===== config.mk =====
export PLATFORM = sky130hd
export DESIGN_NAME = imem_arbiter
export DESIGN_NICKNAME = d
export VERILOG_FILES = /design/src/rtl/imem_arbiter.sv
export SDC_FILE = /design/constraint.sdc
export NUM_CORES = 1
export LEC_CHECK = 0
export BUFFER_PORTS_ARGS = -buffer_cell sky130_fd_sc_hd__clkbuf_2
export CAP_MARGIN = 30
export CORE_AREA = 5 5 75 77
export DETAILED_ROUTE_END_ITERATION = 6
export DIE_AREA = 0 0 80 82
export PLACE_DENSITY = 0.77
export SLEW_MARGIN = 15
export SYNTH_ARGS = -nofsm -noshare
export SYNTH_HDL_FRONTEND = slang
export SYNTH_SLANG_ARGS = --single-unit

===== constraint.sdc =====
create_clock -name clk -period 2.2 [get_ports clk]
set_clock_uncertainty 0.1 [all_clocks]
set_input_delay 0.22 -clock clk [delete_from_list [all_inputs] [get_ports clk]]
set_output_delay 0.22 -clock clk [all_outputs]
set_load 0.05 [all_outputs]

===== src/rtl/imem_arbiter.sv =====
// imem_arbiter
//   Shares the single-port, synchronous-read instruction memory between the
//   CPU fetch stage (port F, read-only) and the program loader/debug port
//   (port L, read/write). At most one request is granted per cycle; the read
//   response (or write ack) returns exactly one cycle after acceptance and is
//   steered to the requester that owns it.
//
//   Arbitration: L wins ties unless F has lost STARVE_LIMIT consecutive
//   arbitrations, in which case the pending fetch is forced through.
//
// Ports
//   clk, reset            clock (rising edge), async active-high reset
//   f_req_valid/_ready    fetch request handshake, f_addr word address
//   f_flush               kills the fetch in flight and blocks new fetch grants
//   f_rsp_valid/_data     fetch response (data is m_rdata passed through)
//   l_req_valid/_ready    loader request handshake, l_we/l_addr/l_wdata
//   l_rsp_valid/_data     loader read data or write ack (data 0)
//   m_en/m_we/m_addr/m_wdata  memory request, m_rdata valid the cycle after m_en
//
// Build option
//   IMEM_ARB_PERF_EN      adds perf_clr input and the perf_f_grants,
//                         perf_l_grants, perf_f_stall wrapping counters.

module imem_arbiter #(
  parameter int MEM_ADDR_WIDTH = 10,
  parameter int INST_WIDTH     = 32,
  parameter int STARVE_LIMIT   = 4
) (
  input  logic                      clk,
  input  logic                      reset,
  input  logic                      f_req_valid,
  output logic                      f_req_ready,
  input  logic [MEM_ADDR_WIDTH-1:0] f_addr,
  input  logic                      f_flush,
  output logic                      f_rsp_valid,
  output logic [INST_WIDTH-1:0]     f_rsp_data,
  input  logic                      l_req_valid,
  output logic                      l_req_ready,
  input  logic                      l_we,
  input  logic [MEM_ADDR_WIDTH-1:0] l_addr,
  input  logic [INST_WIDTH-1:0]     l_wdata,
  output logic                      l_rsp_valid,
  output logic [INST_WIDTH-1:0]     l_rsp_data,
  output logic                      m_en,
  output logic                      m_we,
  output logic [MEM_ADDR_WIDTH-1:0] m_addr,
  output logic [INST_WIDTH-1:0]     m_wdata,
  input  logic [INST_WIDTH-1:0]     m_rdata
`ifdef IMEM_ARB_PERF_EN
  ,
  input  logic                      perf_clr,
  output logic [31:0]               perf_f_grants,
  output logic [31:0]               perf_l_grants,
  output logic [31:0]               perf_f_stall
`endif
);

  // Owner of the access currently in the memory's read pipeline.
  typedef enum logic [1:0] {
    OWN_NONE = 2'd0,
    OWN_F    = 2'd1,
    OWN_LR   = 2'd2,
    OWN_LW   = 2'd3
  } owner_e;

  localparam logic [3:0] STARVE_MAX = 4'(STARVE_LIMIT);

  owner_e     owner_q, owner_d;
  logic [3:0] starve_cnt_q, starve_cnt_d;
  logic       grant_f, grant_l;

  // NOTE: every signal assigned in an always_comb gets a default first so no
  // path through the block leaves it unassigned (which would infer a latch).
  always_comb begin
    grant_f = 1'b0;
    grant_l = 1'b0;
    // Nothing is granted while reset is held, so no access is launched that
    // the cleared owner tag would then orphan.
    if (!reset) begin
      grant_f = f_req_valid && !f_flush &&
                (!l_req_valid || (starve_cnt_q == STARVE_MAX));
      grant_l = l_req_valid && !grant_f;
    end
  end

  assign f_req_ready = grant_f;
  assign l_req_ready = grant_l;

  always_comb begin
    m_en    = grant_f | grant_l;
    m_we    = grant_l & l_we;
    m_addr  = '0;
    m_wdata = '0;
    if (grant_f) begin
      m_addr = f_addr;
    end else if (grant_l) begin
      m_addr  = l_addr;
      m_wdata = l_wdata;
    end
  end

  always_comb begin
    owner_d      = OWN_NONE;
    starve_cnt_d = starve_cnt_q;
    if (grant_f)      owner_d = OWN_F;
    else if (grant_l) owner_d = l_we ? OWN_LW : OWN_LR;

    // A flush freezes the count; an absent fetch or a won fetch resets it.
    if (!f_flush) begin
      if (!f_req_valid || grant_f) begin
        starve_cnt_d = '0;
      end else if (grant_l && (starve_cnt_q != STARVE_MAX)) begin
        starve_cnt_d = starve_cnt_q + 4'd1;
      end
    end
  end

  // NOTE: sequential state uses non-blocking assignments so every register
  // samples the pre-edge values, independent of statement order.
  always_ff @(posedge clk or posedge reset) begin
    if (reset) begin
      owner_q      <= OWN_NONE;
      starve_cnt_q <= '0;
    end else begin
      owner_q      <= owner_d;
      starve_cnt_q <= starve_cnt_d;
    end
  end

  // Flush in the cycle a fetch response lands suppresses it combinationally;
  // a flush is the kill flag, so no extra state is needed for it.
  assign f_rsp_valid = (owner_q == OWN_F) && !f_flush;
  assign f_rsp_data  = m_rdata;
  assign l_rsp_valid = (owner_q == OWN_LR) || (owner_q == OWN_LW);
  assign l_rsp_data  = (owner_q == OWN_LR) ? m_rdata : '0;

`ifdef IMEM_ARB_PERF_EN
  always_ff @(posedge clk or posedge reset) begin
    if (reset) begin
      perf_f_grants <= '0;
      perf_l_grants <= '0;
      perf_f_stall  <= '0;
    end else if (perf_clr) begin
      perf_f_grants <= '0;
      perf_l_grants <= '0;
      perf_f_stall  <= '0;
    end else begin
      if (grant_f)                  perf_f_grants <= perf_f_grants + 32'd1;
      if (grant_l)                  perf_l_grants <= perf_l_grants + 32'd1;
      if (f_req_valid && !grant_f)  perf_f_stall  <= perf_f_stall + 32'd1;
    end
  end
`endif

endmodule


==> impl_metrics.json, run 1 <==
{
  "die_width_um": 80,
  "worstSetupPathType": "reg -> out",
  "endpoint": "m_wdata[23]",
  "root_buffer": "clkbuf_8",
  "num_antenna_cells": 0,
  "violations": "setup timing",
  "slew_violations": 0,
  "core-area_mm2": 0.00494,
  "r2r_cells": 6,
  "numCtsBuffers": 3,
  "synthToLayoutAreaGrowth_pct": 123,
  "irDropWorstVdd_mv": 0.202,
  "fin_nets": 455,
  "r2r_slack_ns": 0.66,
  "worstMarginPinSlew_ns": 0.479,
  "grt_max_degree": 38,
  "worst_ep_arrival_time_ns": 1.88,
  "pin_count": 202,
  "vias_per_cell": 4.72,
  "setup_viol": 5,
  "fin_crit_sh_pct": 100,
  "crit_path_start": "starve_cnt_q[0]",
  "final_cells": 431,
  "drive_above_1_share_pct": 70.9,
  "overflow": 0,
  "fin_ws_ns": -0.00429,
  "numClockSinks": 6,
  "clock_latency_ns": 0.22,
  "finalHoldViolCount": 0,
  "crit_fanout": 5,
  "route.detailed.drc": 0,
  "hpwl_um": 5430,
  "clk_pin_slew_worst_paths_ns": 0.04,
  "critPathMaxStageDelay_ns": 0.40,
  "stdcell_area_mm2": 0.00300,
  "final_common_cell": "clkbuf_2",
  "required_ns": 1.88,
  "status": "complete, but fails checks",
  "cp_top_family": "buffers and inverters",
  "reg2reg_from": "starve_cnt_q[0]",
  "first_iter_violations": 31,
  "avgSynthCellArea_um2": 7.07,
  "cts_max_level": 1,
  "antenna_found_initial": 0,
  "r2r-end": "owner_q[1]",
  "slew_headroom_pct": 68.0,
  "fp.dieH_um": 82,
  "grt_pass1_wl_um": 9290,
  "endpoint_kind": "output port",
  "mostFrequentLayoutCells": "154 x clkbuf_2, 34 x and2_1, 22 x buf_12, 21 x and3_4, 20 x o211ai_1",
  "synth_seq_cells": 6,
  "cts-hold-fix-buffers": 0,
  "placed_cell_area_mm2": 0.00248,
  "track_usage_pct": 18.0,
  "seq_area_frac_synth_pct": 11.2,
  "min_period_ns": 2.20,
  "gp_congestion": 0.802,
  "ys_warn_count": 0,
  "rsz0062_at_grt": "yes",
  "dr.pass1.iters": 4,
  "post_drt_wl_per_cell_um": 16.5,
  "critPathBufInv": 4,
  "antenna_left": 0,
  "wl_um": 7130,
  "rows": 26,
  "cpMaxStageDelayCell": "dfrtp_1",
  "netlist_area_mm2": 0.00134,
  "worst-path-stages": 8,
  "ys_types": 27,
  "critPathLaunchType": "register",
  "clockBufferDepth": 2,
  "hold_class": "in -> async",
  "cts_tree": "yes",
  "fmax_ghz": 0.454,
  "dp_cells": 416,
  "grt_pass1_vias": 1876,
  "netlist_instances": 190,
  "power_density_mw_per_mm2": 348,
  "path_cells": "inv_1 -> ha_2 -> and3b_4 -> o21ai_4 -> buf_12 -> clkbuf_16 -> and3_4 -> buf_8",
  "drv_cap": 0,
  "portBuffers": 201,
  "syn_nets": 282,
  "vias": 2036,
  "leakage_nw": 1.60,
  "floorplan.initialDensity_pct": 27.2,
  "dieArea_mm2": 0.00656
}
[cells by family after synthesis]
group / after synthesis / share of synthesized area (%)
compound gates: 42 / 21.6
fa+ha+maj: 2 / 1.86
buf+inv: 56 / 26.7
flops: 6 / 11.2
simple gates: 84 / 38.6
[final cells by class]
cell class,count,area [um2]
multi-input combinational,128,980
tap,70,87.6
inverter,5,18.8
fill,428,1950
sequential,6,150
timing repair buffer,219,1720
clock buffer,3,41.3
[how the worst min path moves through the flow]
stage / endpoint / slack [ns] / start
after CTS: starve_cnt_q[1] / 0.05 / reset
final: starve_cnt_q[1] / 0.07 / reset
after global placement: owner_q[0] / 0.29 / reset
after detailed placement: owner_q[0] / 0.29 / reset
after global routing: starve_cnt_q[0] / 0.09 / reset
after floorplan: owner_q[0] / 0.09 / reset
[sequential cells by signal, indices dropped and copies added (netlist names)]
name,cells
starve_cnt_q,4
owner_q,2
[metal layers]
| metal | vias up | wire (um) | share of wire [%] | global-route usage [%] |
|---|---|---|---|---|
| li1 | 973 | - | - | - |
| met1 | 929 | 2460 | 35 | 19.3 |
| met2 | 132 | 3740 | 52 | 33.8 |
| met3 | 2 | 906 | 13 | 6.36 |
| met4 | 0 | 21 | 0.29 | 3.72 |
| met5 | - | 0 | 0 | 0 |
[Yosys cell counts (all sizes together)]
cell	number	area [um2]
and3b	1	12.5
clkbuf	11	41.3
and3	33	206
nand3b	1	7.51
nand2	5	18.8
a21o	1	7.51
nand2b	1	6.26
and2	34	213
o21ai	5	36.3
and2b	2	15.0
nor2b	3	18.8
nor3b	1	7.51
buf	40	299
o211a	1	10.0
nor2	1	3.75
nand3	2	10.0
inv	5	18.8
ha	2	25.0
o31a	1	8.76
o311ai	1	8.76
o211ai	20	150
a32oi	1	8.76
a21oi	12	60.1
dfrtp	6	150
[worst reg2reg max path, cell delays in order (launching register included)]
cell	delay (ns)
dfrtp_1	0.41
inv_1	0.07
ha_2	0.18
and3b_4	0.26
o21ai_4	0.09
buf_6	0.17
and2_1	0.15
[per-stage QoR]
stage / setup slack (ns) / setup TNS (ns) / hold slack [ns] / power (mW) / utilization (%)
final: -0.00429 / -0.00746 / 0.0657 / 1.04 / 60.6
after global routing: -0.0432 / -0.746 / 0.0862 / 1.09 / 60.6
after CTS: 0.000274 / 0 / 0.0519 / 0.985 / 53.0
after detailed placement: 0.183 / 0 / 0.289 / 0.802 / 50.1
after global placement: 0.245 / 0 / 0.287 / 0.795 / 50.1
after floorplan: 0.191 / 0 / 0.0885 / 0.602 / -
[repair_timing]
| action | CTS | global route |
|---|---|---|
| pin swaps | 0 | 7 |
| gates cloned | 0 | 5 |
| endpoints found under the setup margin | 30 | 35 |
| setup buffers | 2 | 5 |
| gates resized for setup | 30 | 81 |
[where the power goes]
group          switching [mW]  total, mW  internal (mW)  leakage, nW
Sequential            0.00350      0.119          0.115       0.0815
Combinational           0.493      0.760          0.268         1.50
Clock                  0.0478      0.165          0.118       0.0216
Total                   0.544       1.04          0.500         1.60
No activity file was read; power rests on OpenSTA's default activity.
==> run 2, diff against run 1 <==
--- a/config.mk
+++ b/config.mk
@@ -7,10 +7,10 @@
 export LEC_CHECK = 0
 export BUFFER_PORTS_ARGS = -buffer_cell sky130_fd_sc_hd__clkbuf_2
 export CAP_MARGIN = 30
-export CORE_AREA = 5 5 75 77
+export CORE_MARGIN = 5
+export CORE_UTILIZATION = 27
 export DETAILED_ROUTE_END_ITERATION = 6
-export DIE_AREA = 0 0 80 82
-export PLACE_DENSITY = 0.77
+export PLACE_DENSITY = 0.78
 export SLEW_MARGIN = 15
 export SYNTH_ARGS = -nofsm -noshare
 export SYNTH_HDL_FRONTEND = slang
==> constraint.sdc (replaced) <==
create_clock -name clk -period 1.8 [get_ports clk]
set_clock_uncertainty 0.1 [all_clocks]
set_input_delay 0.18 -clock clk [delete_from_list [all_inputs] [get_ports clk]]
set_output_delay 0.18 -clock clk [all_outputs]
set_load 0.05 [all_outputs]
==> run 2 against run 1 <==
Effect of this change: the flow still finishes with violations (setup timing); sequential share of layout area down 0.16 points; clock-buffer cell count unchanged; clock power up 18%; die area down 1.1%; critical path type unchanged; hold slack worse by 0.033 ns; routed wire length up 1.0%; largest power group unchanged.
==> impl_metrics.json, run 2 (same netlist as run 1, synthesis figures left out) <==
{
  "cts-hold-fix-buffers": 0,
  "worstSetupPathType": "reg -> out",
  "r2r_cells": 6,
  "grt_pass1_vias": 2159,
  "fin_nets": 456,
  "antenna_left": 0,
  "num_antenna_cells": 0,
  "status": "complete, but fails checks",
  "power_density_mw_per_mm2": 419,
  "rsz0062_at_grt": "yes",
  "dp_cells": 425,
  "dr.pass1.iters": 4,
  "worst_ep_arrival_time_ns": 1.73,
  "grt_max_degree": 38,
  "wl_um": 7200,
  "core-area_mm2": 0.00479,
  "worstMarginPinSlew_ns": 0.446,
  "portBuffers": 201,
  "leakage_nw": 1.63,
  "p_total_mw": 1.30,
  "vias": 2047,
  "reg_top3": "starve_cnt_q (4), owner_q (2)",
  "fp.dieH_um": 80.5,
  "cts_max_level": 1,
  "synthToLayoutAreaGrowth_pct": 130,
  "hpwl_um": 5630,
  "rows": 25,
  "gp_congestion": 0.811,
  "post-route-util_pct": 64.7,
  "clockBufferDepth": 2,
  "setup_viol": 45,
  "post_drt_wl_per_cell_um": 16.8,
  "first_iter_violations": 27,
  "die_width_um": 80.5,
  "r2r_slack_ns": 0.28,
  "final_common_cell": "clkbuf_2",
  "floorplan.initialDensity_pct": 28.1,
  "antenna_found_initial": 0,
  "fin_crit_sh_pct": 112,
  "drive_above_1_share_pct": 73.8,
  "violations": "setup timing",
  "final_cells": 429,
  "numClockSinks": 6,
  "hold_class": "in -> async",
  "fmax_ghz": 0.498,
  "route.detailed.drc": 0,
  "pin_count": 202,
  "root_buffer": "clkbuf_8",
  "required_ns": 1.52,
  "slew_violations": 0,
  "holdWs_ns": 0.0330,
  "min_period_ns": 2.01,
  "clk_pin_slew_worst_paths_ns": 0.04,
  "regMostFlops": "starve_cnt_q",
  "crit_fanout": 37,
  "mostFrequentLayoutCells": "148 x clkbuf_2, 33 x and2_1, 32 x buf_8, 20 x o211ai_1, 20 x buf_12",
  "slew_headroom_pct": 70.3,
  "finalHoldViolCount": 0,
  "track_usage_pct": 19.9,
  "fin_ws_ns": -0.207,
  "largest_register_ffs": 4,
  "cts_tree": "yes",
  "irDropWorstVdd_mv": 0.311,
  "overflow": 0,
  "post-place-ws_ns": -0.0871,
  "drv_cap": 0,
  "vias_per_cell": 4.77,
  "clock_latency_ns": 0.22,
  "dieArea_mm2": 0.00649,
  "critPathLaunchType": "register",
  "numCtsBuffers": 3,
  "endpoint_kind": "output port",
  "grt_pass1_wl_um": 10200
}
## run 2: changes by cell type in the layout (fill, tap and decap cells not counted), sizes merged
cell    change
buf        +10
clkbuf      -9
## run 2: report_power, final
group	internal [mW]	total [mW]	switching [mW]
combinational	0.346	0.958	0.612
clock	0.143	0.195	0.0522
sequential	0.141	0.144	0.00327
total	0.630	1.30	0.668
## run 2: what timing repair did
item | in CTS | in global routing
buffers inserted | 1 | 0
endpoints found under the setup margin | 45 | 72
pin swaps | 9 | 3
gates resized for setup | 76 | 37
## run 2: metal layers
layer  GRT usage, %  share of wire (%)  up-vias  wire, um
met5              0                  0        -         0
met4           6.25                1.9        0       135
met3           6.50                 13       10       951
met2           39.5                 54      139      3910
met1           18.9                 31      931      2210
li1               -                  -      967         -
## run 2: final cells by class
cell class / count / area (um2)
fillers: 372 / 1690
repair buffers: 220 / 1770
well taps: 67 / 83.8
clock buffers: 3 / 41.3
inverters: 5 / 18.8
multi-input cells: 128 / 1030
flip-flops and latches: 6 / 150
## run 2: path summary, 6_finish.rpt
kind | start | end
max | starve_cnt_q[0] | m_wdata[20]
min | reset | starve_cnt_q[2]
max reg2reg | starve_cnt_q[0] | starve_cnt_q[3]
min reg2reg | starve_cnt_q[1] | starve_cnt_q[1]
max in group asynchronous | reset | owner_q[1]
min in group clk | l_we | owner_q[0]
## run 2: worst max-delay path, cell delays in order, from the launching register on
cell     delay [ns]
dfrtp_1        0.37
inv_1          0.06
ha_2           0.19
and3b_4        0.24
o21ai_4        0.07
buf_12         0.17
and3_2         0.24
buf_8          0.15
## run 2: metrics by stage
stage | TNS (ns) | instance area (um2)
floorplan | -0.106 | 1490
finish | -8.07 | 3090
CTS | -8.29 | 3050
detailed placement | -2.16 | 2670
global placement | -0.465 | 2670
global route | -11.46 | 3090
